### config.mk
export PLATFORM = sky130hd
export DESIGN_NAME = fir_mac_sequencer
export DESIGN_NICKNAME = d
export VERILOG_FILES = /design/src/rtl/fir_pkg.sv /design/src/rtl/fir_tap_store.sv /design/src/rtl/fir_mac_sequencer.sv
export SDC_FILE = /design/constraint.sdc
export NUM_CORES = 1
export LEC_CHECK = 0
export ABC_AREA = 1
export ABC_CLOCK_PERIOD_IN_PS = 12300
export BUFFER_PORTS_ARGS = -buffer_cell sky130_fd_sc_hd__buf_2
export CORE_MARGIN = 3
export CORE_UTILIZATION = 60
export CTS_BUF_LIST = sky130_fd_sc_hd__clkbuf_4 sky130_fd_sc_hd__clkbuf_8 sky130_fd_sc_hd__clkbuf_16
export DETAILED_ROUTE_END_ITERATION = 12
export GPL_TIMING_DRIVEN = 0
export PLACE_DENSITY = 0.89
export SYNTH_ARGS = -nofsm -noshare
export SYNTH_HDL_FRONTEND = slang
export SYNTH_SLANG_ARGS = --single-unit
### constraint.sdc
create_clock -name clk -period 12.3 [get_ports clk]
set_input_delay 0.615 -clock clk [delete_from_list [all_inputs] [get_ports clk]]
set_output_delay 0.615 -clock clk [all_outputs]
set_load 0.01 [all_outputs]
### src/rtl/fir_pkg.sv
// Shared types and constants for the FIR MAC sequencer and its ALU interface.
package fir_pkg;

  localparam int DW          = 16;
  localparam int AW          = 32;
  localparam int ALU_LATENCY = 2;

  localparam logic [1:0] OP_ADD = 2'b00;
  localparam logic [1:0] OP_MUL = 2'b01;

  typedef enum logic [1:0] {
    IDLE   = 2'd0,
    ISSUE  = 2'd1,
    DRAIN  = 2'd2,
    OUTPUT = 2'd3
  } state_t;

  // Wrap-around accumulate; products arrive already AW wide from the ALU.
  function automatic logic [AW-1:0] mac_acc(input logic [AW-1:0] acc,
                                            input logic [AW-1:0] prod);
    return acc + prod;
  endfunction

endpackage

### src/rtl/fir_tap_store.sv
// Coefficient bank plus sample delay line; x[0] is the newest sample.
module fir_tap_store #(
  parameter int TAPS = 8,
  parameter int DW   = 16,
  parameter int CAW  = $clog2(TAPS)
) (
  input  logic           clk,
  input  logic           rst,
  input  logic           coef_we,
  input  logic [CAW-1:0] coef_addr,
  input  logic [DW-1:0]  coef_wdata,
  input  logic           shift,
  input  logic [DW-1:0]  shift_data,
  input  logic [CAW-1:0] rd_idx,
  output logic [DW-1:0]  rd_x,
  output logic [DW-1:0]  rd_coef
);

  logic [TAPS-1:0][DW-1:0] coef_q;
  logic [TAPS-1:0][DW-1:0] x_q;
  logic                    addr_ok;

  // Out-of-range addresses only exist for non-power-of-2 TAPS.
  assign addr_ok = 32'(coef_addr) < TAPS;

  always_ff @(posedge clk or posedge rst) begin
    if (rst) begin
      coef_q <= '0;
    end else if (coef_we && addr_ok) begin
      coef_q[coef_addr] <= coef_wdata;
    end
  end

  always_ff @(posedge clk or posedge rst) begin
    if (rst) begin
      x_q <= '0;
    end else if (shift) begin
      x_q <= {x_q[TAPS-2:0], shift_data};
    end
  end

  assign rd_x    = x_q[rd_idx];
  assign rd_coef = coef_q[rd_idx];

endmodule

### src/rtl/fir_mac_sequencer.sv
// Sequences one multiply per tap through the 2-cycle ALU and accumulates locally.
module fir_mac_sequencer #(
  parameter int TAPS = 8,
  parameter int DW   = fir_pkg::DW,
  parameter int AW   = fir_pkg::AW,
  parameter int CAW  = $clog2(TAPS)
) (
  input  logic           clk,
  input  logic           rst,
  input  logic           coef_we,
  input  logic [CAW-1:0] coef_addr,
  input  logic [DW-1:0]  coef_wdata,
  input  logic           in_valid,
  output logic           in_ready,
  input  logic [DW-1:0]  in_data,
  output logic           out_valid,
  input  logic           out_ready,
  output logic [AW-1:0]  out_data,
  output logic           busy,
  output logic [DW-1:0]  alu_a,
  output logic [DW-1:0]  alu_b,
  output logic [1:0]     alu_op_sel,
  input  logic [AW-1:0]  alu_result
);

  import fir_pkg::*;

  state_t                 state, state_nx;
  logic [CAW-1:0]         cnt;
  logic [1:0]             dcnt;
  logic [ALU_LATENCY-1:0] vld_pipe;
  logic [AW-1:0]          acc, acc_nx;
  logic [DW-1:0]          tap_x, tap_c;
  logic                   in_fire, issue, last_tap, last_drain;

  assign in_fire    = in_valid && in_ready;
  assign issue      = (state == ISSUE);
  assign last_tap   = (cnt == CAW'(TAPS-1));
  assign last_drain = (dcnt == 2'(ALU_LATENCY-1));

  fir_tap_store #(.TAPS(TAPS), .DW(DW), .CAW(CAW)) u_store (
    .clk        (clk),
    .rst        (rst),
    .coef_we    (coef_we && (state == IDLE)),
    .coef_addr  (coef_addr),
    .coef_wdata (coef_wdata),
    .shift      (in_fire),
    .shift_data (in_data),
    .rd_idx     (cnt),
    .rd_x       (tap_x),
    .rd_coef    (tap_c)
  );

  always_ff @(posedge clk or posedge rst) begin
    if (rst) state <= IDLE;
    else     state <= state_nx;
  end

  always_comb begin
    state_nx = state;
    case (state)
      IDLE:    if (in_fire)    state_nx = ISSUE;
      ISSUE:   if (last_tap)   state_nx = DRAIN;
      DRAIN:   if (last_drain) state_nx = OUTPUT;
      OUTPUT:  if (out_ready)  state_nx = IDLE;
      default:                 state_nx = IDLE;
    endcase
  end

  always_comb begin
    in_ready   = 1'b0;
    busy       = 1'b1;
    out_valid  = 1'b0;
    alu_a      = '0;
    alu_b      = '0;
    alu_op_sel = OP_ADD;
    case (state)
      IDLE: begin
        in_ready = 1'b1;
        busy     = 1'b0;
      end
      ISSUE: begin
        alu_a      = tap_x;
        alu_b      = tap_c;
        alu_op_sel = OP_MUL;
      end
      // op_sel is sampled one cycle after the operands, so MUL is held here.
      DRAIN:   alu_op_sel = OP_MUL;
      OUTPUT:  out_valid  = 1'b1;
      default: ;
    endcase
  end

  // Only results lined up with an issue slot are accumulated.
  assign acc_nx = vld_pipe[ALU_LATENCY-1] ? mac_acc(acc, alu_result) : acc;

  always_ff @(posedge clk or posedge rst) begin
    if (rst) begin
      vld_pipe <= '0;
      acc      <= '0;
      cnt      <= '0;
      dcnt     <= '0;
      out_data <= '0;
    end else begin
      vld_pipe <= {vld_pipe[ALU_LATENCY-2:0], issue};
      acc      <= in_fire ? '0 : acc_nx;
      if (in_fire)    cnt <= '0;
      else if (issue) cnt <= cnt + 1'b1;
      dcnt <= (state == DRAIN) ? dcnt + 2'd1 : 2'd0;
      // Final product lands in the last drain cycle; fold it in on the way out.
      if (state == DRAIN && last_drain) out_data <= acc_nx;
    end
  end

endmodule
==> results.txt, run 1 <==
The power density over the cells is 279 nW/µm². The first global-routing pass estimated about 80 mm of wire. The final cell count without fillers is 2779.

The initial standard-cell utilization of the core is 61.6%. In the final layout, the share of cells above drive strength 1 is approximately 12%. STA classifies the critical path endpoint as an output pin. The clock insertion delay at the later pin of the skew report came out at 0.53 ns. The slew of the pin with the lowest slew margin came out at 0.748 ns.

The largest fanout of any net on the critical path is 10. Across the run, the number of max-cap violations was 0. The remaining max-slew budget at the tightest pin came out at 50.1%. The worst hold slack is 0.198 ns. Counting along the longest clock path gives a buffer depth of 3. The area of the core is 27300 µm².

The kind of start point of the critical path is a flop. The number of pins exceeding their max-slew limit in the final report came out at 0. The layout filler cell count came out at 2054.

In this run the count of I/O pins placed on the die edge is approximately 140. The detailed-route vias per instance came out at 5.86. The cell taking the most area after synthesis is dfrtp_1. Counting tap cells, the placed design contains a total of 2715 instances.

The top cell type by area accounts for 49.1% of the synthesized area. Yosys attributes the largest share of cell area to dfrtp_1, nand2_1, o21ai_0, inv_1, nor2_1. The number of instances resized during post-cts repair is 0. The overflow left after global routing came out at 0.

The number of H-tree branching levels is 2. Summed over all cells, the static leakage comes to about 9.7 nW. The number of warnings printed during yosys synthesis is 0.

Setup repair after global routing left no endpoint under its margin. Across the routed clock network, the largest skew measured is 0.0120 ns. The flow ran to the end, and the final reports show no timing, DRC or antenna violations.

The first routing iteration left 2033 violations. The number of input and output port buffers inserted came out at 139. The path type of the worst min-delay path is input port to asynchronous set/reset pin. The number of antenna violations at the first check in global routing is 0. The detailed-routing iteration count for the pre-antenna-repair pass is 7. In this run, CTS created clock tree buffers numbering 35. The total detailed-routing wirelength is 51.0 mm.

Counting every sink on the clock net gives about 330. The count of standard-cell rows is 60. The post-CTS setup buffer count is 0.

STA puts the critical path data arrival time at 2.85 ns. The overall track demand over capacity in global routing is 33.4%. The final RePlAce weighted congestion came out at 0.979. The via count of the first global-routing pass is 15972.

The cell count after synthesis came out at 2202. The chip width is between 150 and 200 µm. The number of buffers added to fix hold violations after cts came out at 0. The worst register-to-register path has a depth of 7. The worst setup path is of the flop to output pin kind. The remaining routing DRC violations came out at 0. Once detail routing completed, the nets flagged for antenna violations numbered 0. TritonCTS built the clock tree. The number of nets in the synthesized netlist is 2313. The clock transition time at the flip-flop clock pins of the worst setup and hold paths came out at 0.06 ns. The final routed wire length divided by cell count came out at around 18 µm. Summing every instance area after synthesis gives 16800 µm².

The mean cell area of the mapped netlist is 7.62 µm². The largest net degree at the start of global routing came out at 131. The net count of the finished layout is between 2000 and 2500.

The distinct cell type count of the synthesized netlist came out at 30. Synthesis inferred 329 register bits. The total vias in the final route came out at around 16000. The worst path needs 3.47 ns of the cycle, external delays included. The final critical path takes up 28.2% of the cycle.

The peak clock frequency supported by timing is about 290 MHz. After synthesis, flip-flops and latches occupy 49.1% of the total area. The library cell used most frequently in the layout, excluding fill and tap cells, is nand2_1.

The vertical die dimension is 173 µm. The hold violation total from the final report is 0. In the layout the commonest cells are nand2_1, o21ai_0, dfrtp_1. The die covers 30000 µm². The number of setup violations in the final report came out at 0.

The worst supply voltage drop on vdd came out at 0.000189 V. The area added between synthesis and finish came out at 14.6%. Overall power consumption after layout is estimated at 5.37 mW. The endpoint required time on the critical path came out at 11.69 ns.

The tree is rooted in a clkbuf_16. Detailed placement finished with a half-perimeter wire length of around 37 mm.
-- final timing paths --
path | slack, ns | end | from
setup reg to reg | 9.95 | acc[27] | state[0]
hold reg to reg | 0.35 | vld_pipe[1] | vld_pipe[0]
max in group asynchronous | 10.54 | out_data[20] | rst
hold / removal | 0.20 | state[0] | rst
min in group clk | 0.30 | u_store.x_q[5] | in_data[5]
setup / recovery | 8.83 | alu_b[14] | state[1]
-- through the flow --
step | setup slack [ns] | instance area [µm²] | setup TNS (ns) | utilization, %
2_1_floorplan | 2.57 | 16800 | 0 | -
3_3_place_gp | -0.510 | 17900 | -156.45 | 65.8
3_5_place_dp | 9.49 | 18000 | 0 | 66.1
4_1_cts | 8.94 | 19200 | 0 | 70.5
5_1_grt | 8.78 | 19200 | 0 | 70.5
6_report | 8.83 | 19200 | 0 | 70.6
-- Yosys cell counts (all sizes together) --
cell type  count
nor2         178
or2           20
o21ai        431
nand3b         1
nand3         81
a21oi         83
clkbuf        83
a31oi         32
nand4          3
ha            38
o211ai         1
o21bai         2
nor3           3
xnor2         15
fa             1
inv          248
nand2        591
o22ai         18
conb           1
mux2i          2
a21o           1
dfrtp        329
buf           40
-- registers in the layout (all words and copies together), names as in the netlist --
register	flops
u_store.coef_q	128
u_store.x_q	128
acc	32
out_data	32
cnt	3
dcnt	2
state	2
vld_pipe	2
-- worst max-delay path, cell delays in order, from the launching register on --
cell and delay (ns):
dfrtp_1 0.40, inv_1 0.11, ha_1 0.23, clkbuf_1 0.34
clkbuf_1 0.49, o21ai_0 0.20, a31oi_1 0.36, buf_2 0.21
-- cell families (layout without fill, tap and decap cells) --
family	count (synthesis)	in the layout	synth area share, %
compound gates	568	568	17.4
xor+xnor	15	15	0.783
fa+ha+maj	39	39	2.95
buf+inv	371	575	8.56
flops	329	329	49.1
mux	2	2	0.119
other cells	1	2	0.0224
simple gates	877	877	21.1
-- power by group --
part           total, mW  internal (mW)  switching (mW)
logic               2.39          0.796            1.59
clock network       1.12          0.671           0.447
registers           1.86           1.58           0.280
total               5.37           3.05            2.32
-- routing by layer --
layer	GRT usage, %	vias up	wire [µm]
met2	55.9	992	23900
met5	0	-	0
met1	43.4	7679	19900
met4	14.0	0	2320
li1	-	7426	-
met3	5.65	192	4840
-- final cells by class --
cell class	instances	area (µm²)	area share [%]
inverters	248	938	4.88
flip-flops and latches	329	8230	42.8
multi-input cells	1502	7110	37.0
plain buffers	123	505	2.63
well taps	372	465	2.42
repair buffers	141	751	3.90
diodes	1	2.50	0.0130
clock inverters	11	151	0.787
clock buffers	52	1070	5.58
Note: power is estimated with default switching activity, not from simulation.
==> inputs of run 2 (changes only) <==
- ABC_CLOCK_PERIOD_IN_PS: 12300 -> 3400
- clock period: 12.3 -> 3.4 ns (I/O delays scaled with it)
==> run 2 against run 1 <==
Combinational power rose to 3.7 times the previous value; sequential share of layout area fell by 0.55 points; worst setup slack got worse by 8.5 ns; clock power rose to 3.6 times the previous value; clock skew rose by 0.0030 ns; sequential cell count did not move; total power rose to 3.6 times the previous value; final cell count rose by 0.72%; global-route usage rose by 1.1 points; cell area rose by 1.3%; count of clock-buffer cells in the layout fell by 3; largest cell class unchanged.
==> results.txt, run 2 (synthesis results as in run 1) <==
The total die area came out at ~30000 µm². Setup repair after global routing left no endpoint under its margin. The post-place setup slack is 1.01 ns.

The largest registers in the layout are u_store.coef_q (128), u_store.x_q (128). Measured against its own limit, the worst slew margin works out to 52.6%. The number of DRC violations after detailed-routing iteration 0 came out at 2058.

The worst register-to-register path has a setup slack of roughly 0.97 ns. Static timing analysis puts the maximum clock frequency at 330 MHz. The placed instances occupy a cell area of 18100 µm². The post-detailed-route count of antenna-violating nets is 0. The final RePlAce weighted congestion came out at 0.998. The static leakage is 9.83 nW. STA classifies the critical path startpoint as a flop. The initial standard-cell utilization of the core is about 62%. The met2 track demand over resource in global routing came out at 56.8%.

Across the run, the number of max-cap violations was 0. The detailed-route vias per instance came out at 5.88. The type of element capturing the critical path is an output pin. Leaving out fill and tap cells, the most frequent cell in the layout is nand2_1. The flow ran to the end, and the final reports show no timing, DRC or antenna violations.

The via count of the first global-routing pass was between 15000 and 20000. The repair_antennas step left the layout with diodes totalling 0. The total detailed-routing wirelength is 52.3 mm.

The setup total negative slack came out at 0 ns. Clock latency on the worst-skew pair, taken at its later pin, is 0.53 ns. The CTS sink count came out at approximately 330. Entering global routing, the biggest net connects 45 pins. The data arrival time of the critical path is about 2.9 ns. The largest stage delay on the critical path is 0.48 ns. In this design, the critical path's most frequently occurring cell is clkbuf_1. The min-delay analysis places its worst path in the category input port to flop. The startpoint-to-endpoint class of the critical path is flop to output pin. The post-route netlist has 11.7% of its cells at a drive strength greater than 1. The hold violation total from the final report came out at 0. The worst-case IR drop observed on VDD is 0.000595 V.

TritonCTS built the clock tree. The clock period could shrink to 3.03 ns. The H-tree was split into 2 levels. Buffers inserted during clock tree synthesis total 35. The tree is rooted in a clkbuf_16. After clock tree synthesis, the clock-pin slew on the worst setup and hold paths is 0.06 ns.

The met3 track demand over resource in global routing is 6.11%. The endpoint required time on the critical path came out at 3.23 ns. The critical path goes through inv_1 -> ha_1 -> clkbuf_1 -> clkbuf_1 -> o21ai_0 -> a31oi_1 -> buf_2. The worst-case setup margin in the final layout is between 0.3 and 0.4 ns.

The largest individual stage delay along the critical path comes from the cell clkbuf_1. The region available for standard cell placement spans 27300 µm². The slew of the pin with the lowest slew margin is 0.711 ns. The number of pins exceeding their max-slew limit in the final report is 0.

The total half-perimeter wirelength after legalization and detailed placement came out at 37.9 mm. The vertical die dimension is roughly 170 µm. The total vias in the final route came out at 16450. Leaving out fill and tap cells, the most frequent cells in the layout are nand2_1, o21ai_0, dfrtp_1. The floorplan step set the die width to 173 µm. In this run the deepest clock path goes through 3 buffers.

The worst setup skew after layout is about 0.015 ns. The post-route cell area came out at 19500 µm². The area added between synthesis and finish came out at 16.1%. The worst hold slack is between 0.03 and 0.04 ns. The number of input and output port buffers inserted came out at 139. The number of top-level pins is 141. The number of antenna violations at the first check in global routing is 0. The completed layout was analyzed and its total power is 19.5 mW.

For this run, the total global-route usage over all layers was measured as 34.5%. Before antenna repair, the detailed router went through 6 iterations. In the global route stage, met1 resource usage came out at 45.6%. The layout filler cell count is 2105. The count of standard-cell rows is 60. The number of setup violations in the final report came out at 0. The wire length of the first global-routing pass came out at approximately 84 mm. The final routed wire length divided by cell count is around 19 µm. In this run the worst path has a maximum fanout of 10. The power density over the cells is 1000 nW/µm².

The sequential cells in the finished layout cover a total of just over 8000 µm². Summed over all layers, the global routing overflow is 0. The multi-input gate area in the final layout is 7110 µm². The global routing stage identified its most utilized layer as met2. At the end of the flow, the number of nets in the layout was 2514.

The remaining routing DRC violations is 0. The final worst-path cycle share came out at 89.1%.
-- run 2: cell types whose count changed in the layout (fill, tap and decap cells not counted), sizes merged --
cell,change
dlygate4sd3,+17
buf,+6
clkbuf,-3
clkinv,+3
inv,-2
diode,-1
-- run 2: final timing paths --
path	from	cells after the start	endpoint
worst min-delay path	coef_wdata[1]	3	u_store.coef_q[49]
min in group asynchronous	rst	3	out_data[5]
worst max register to register	state[1]	7	acc[26]
worst min register to register	vld_pipe[0]	0	vld_pipe[1]
max in group asynchronous	rst	7	u_store.x_q[5]
worst max-delay path	state[1]	7	alu_b[14]
-- run 2: metal layers --
| metal | wire length [µm] | part of all wire, % | up-vias |
|---|---|---|---|
| met4 | 2210 | 4.2 | 0 |
| met5 | 0 | 0 | - |
| met2 | 24700 | 47 | 1059 |
| li1 | - | - | 7463 |
| met3 | 5400 | 10 | 183 |
| met1 | 20000 | 38 | 7745 |
-- run 2: worst max-delay path: cells and delay by family, from the launching register on --
family / cells / cell delay, ns
AO/OA/AOI/OAI: 2 / 0.54
adder cells (fa/ha/maj): 1 / 0.17
buffers and inverters: 4 / 1.21
flip-flops: 1 / 0.40
-- run 2: what timing repair did --
| item | CTS | global route |
|---|---|---|
| gates resized for setup | 0 | 0 |
| hold endpoints to repair | 40 | 0 |
| hold buffers | 17 | 0 |
| buffers inserted | 0 | 0 |
-- run 2: layout make-up --
cell class / instances / share of cell area (%)
flip-flops and latches: 329 / 42.3
multi-input cells: 1502 / 36.5
clock buffers: 49 / 5.42
repair buffers: 164 / 5.27
inverters: 248 / 4.80
plain buffers: 123 / 2.60
well taps: 372 / 2.39
clock inverters: 12 / 0.771
-- run 2: power breakdown --
part | internal [mW] | total (mW) | switching [mW]
Combinational | 2.90 | 8.74 | 5.84
Sequential | 5.71 | 6.75 | 1.04
Clock | 2.40 | 3.99 | 1.59
Total | 11.0 | 19.5 | 8.47
-- run 2: per-stage QoR --
| stage | util (%) | instances |
|---|---|---|
| finish | 71.5 | 2799 |
| global route | 71.5 | 2799 |
| CTS | 71.5 | 2799 |
| detailed placement | 66.4 | 2721 |
| global placement | 65.8 | 2713 |
| floorplan | - | 2202 |
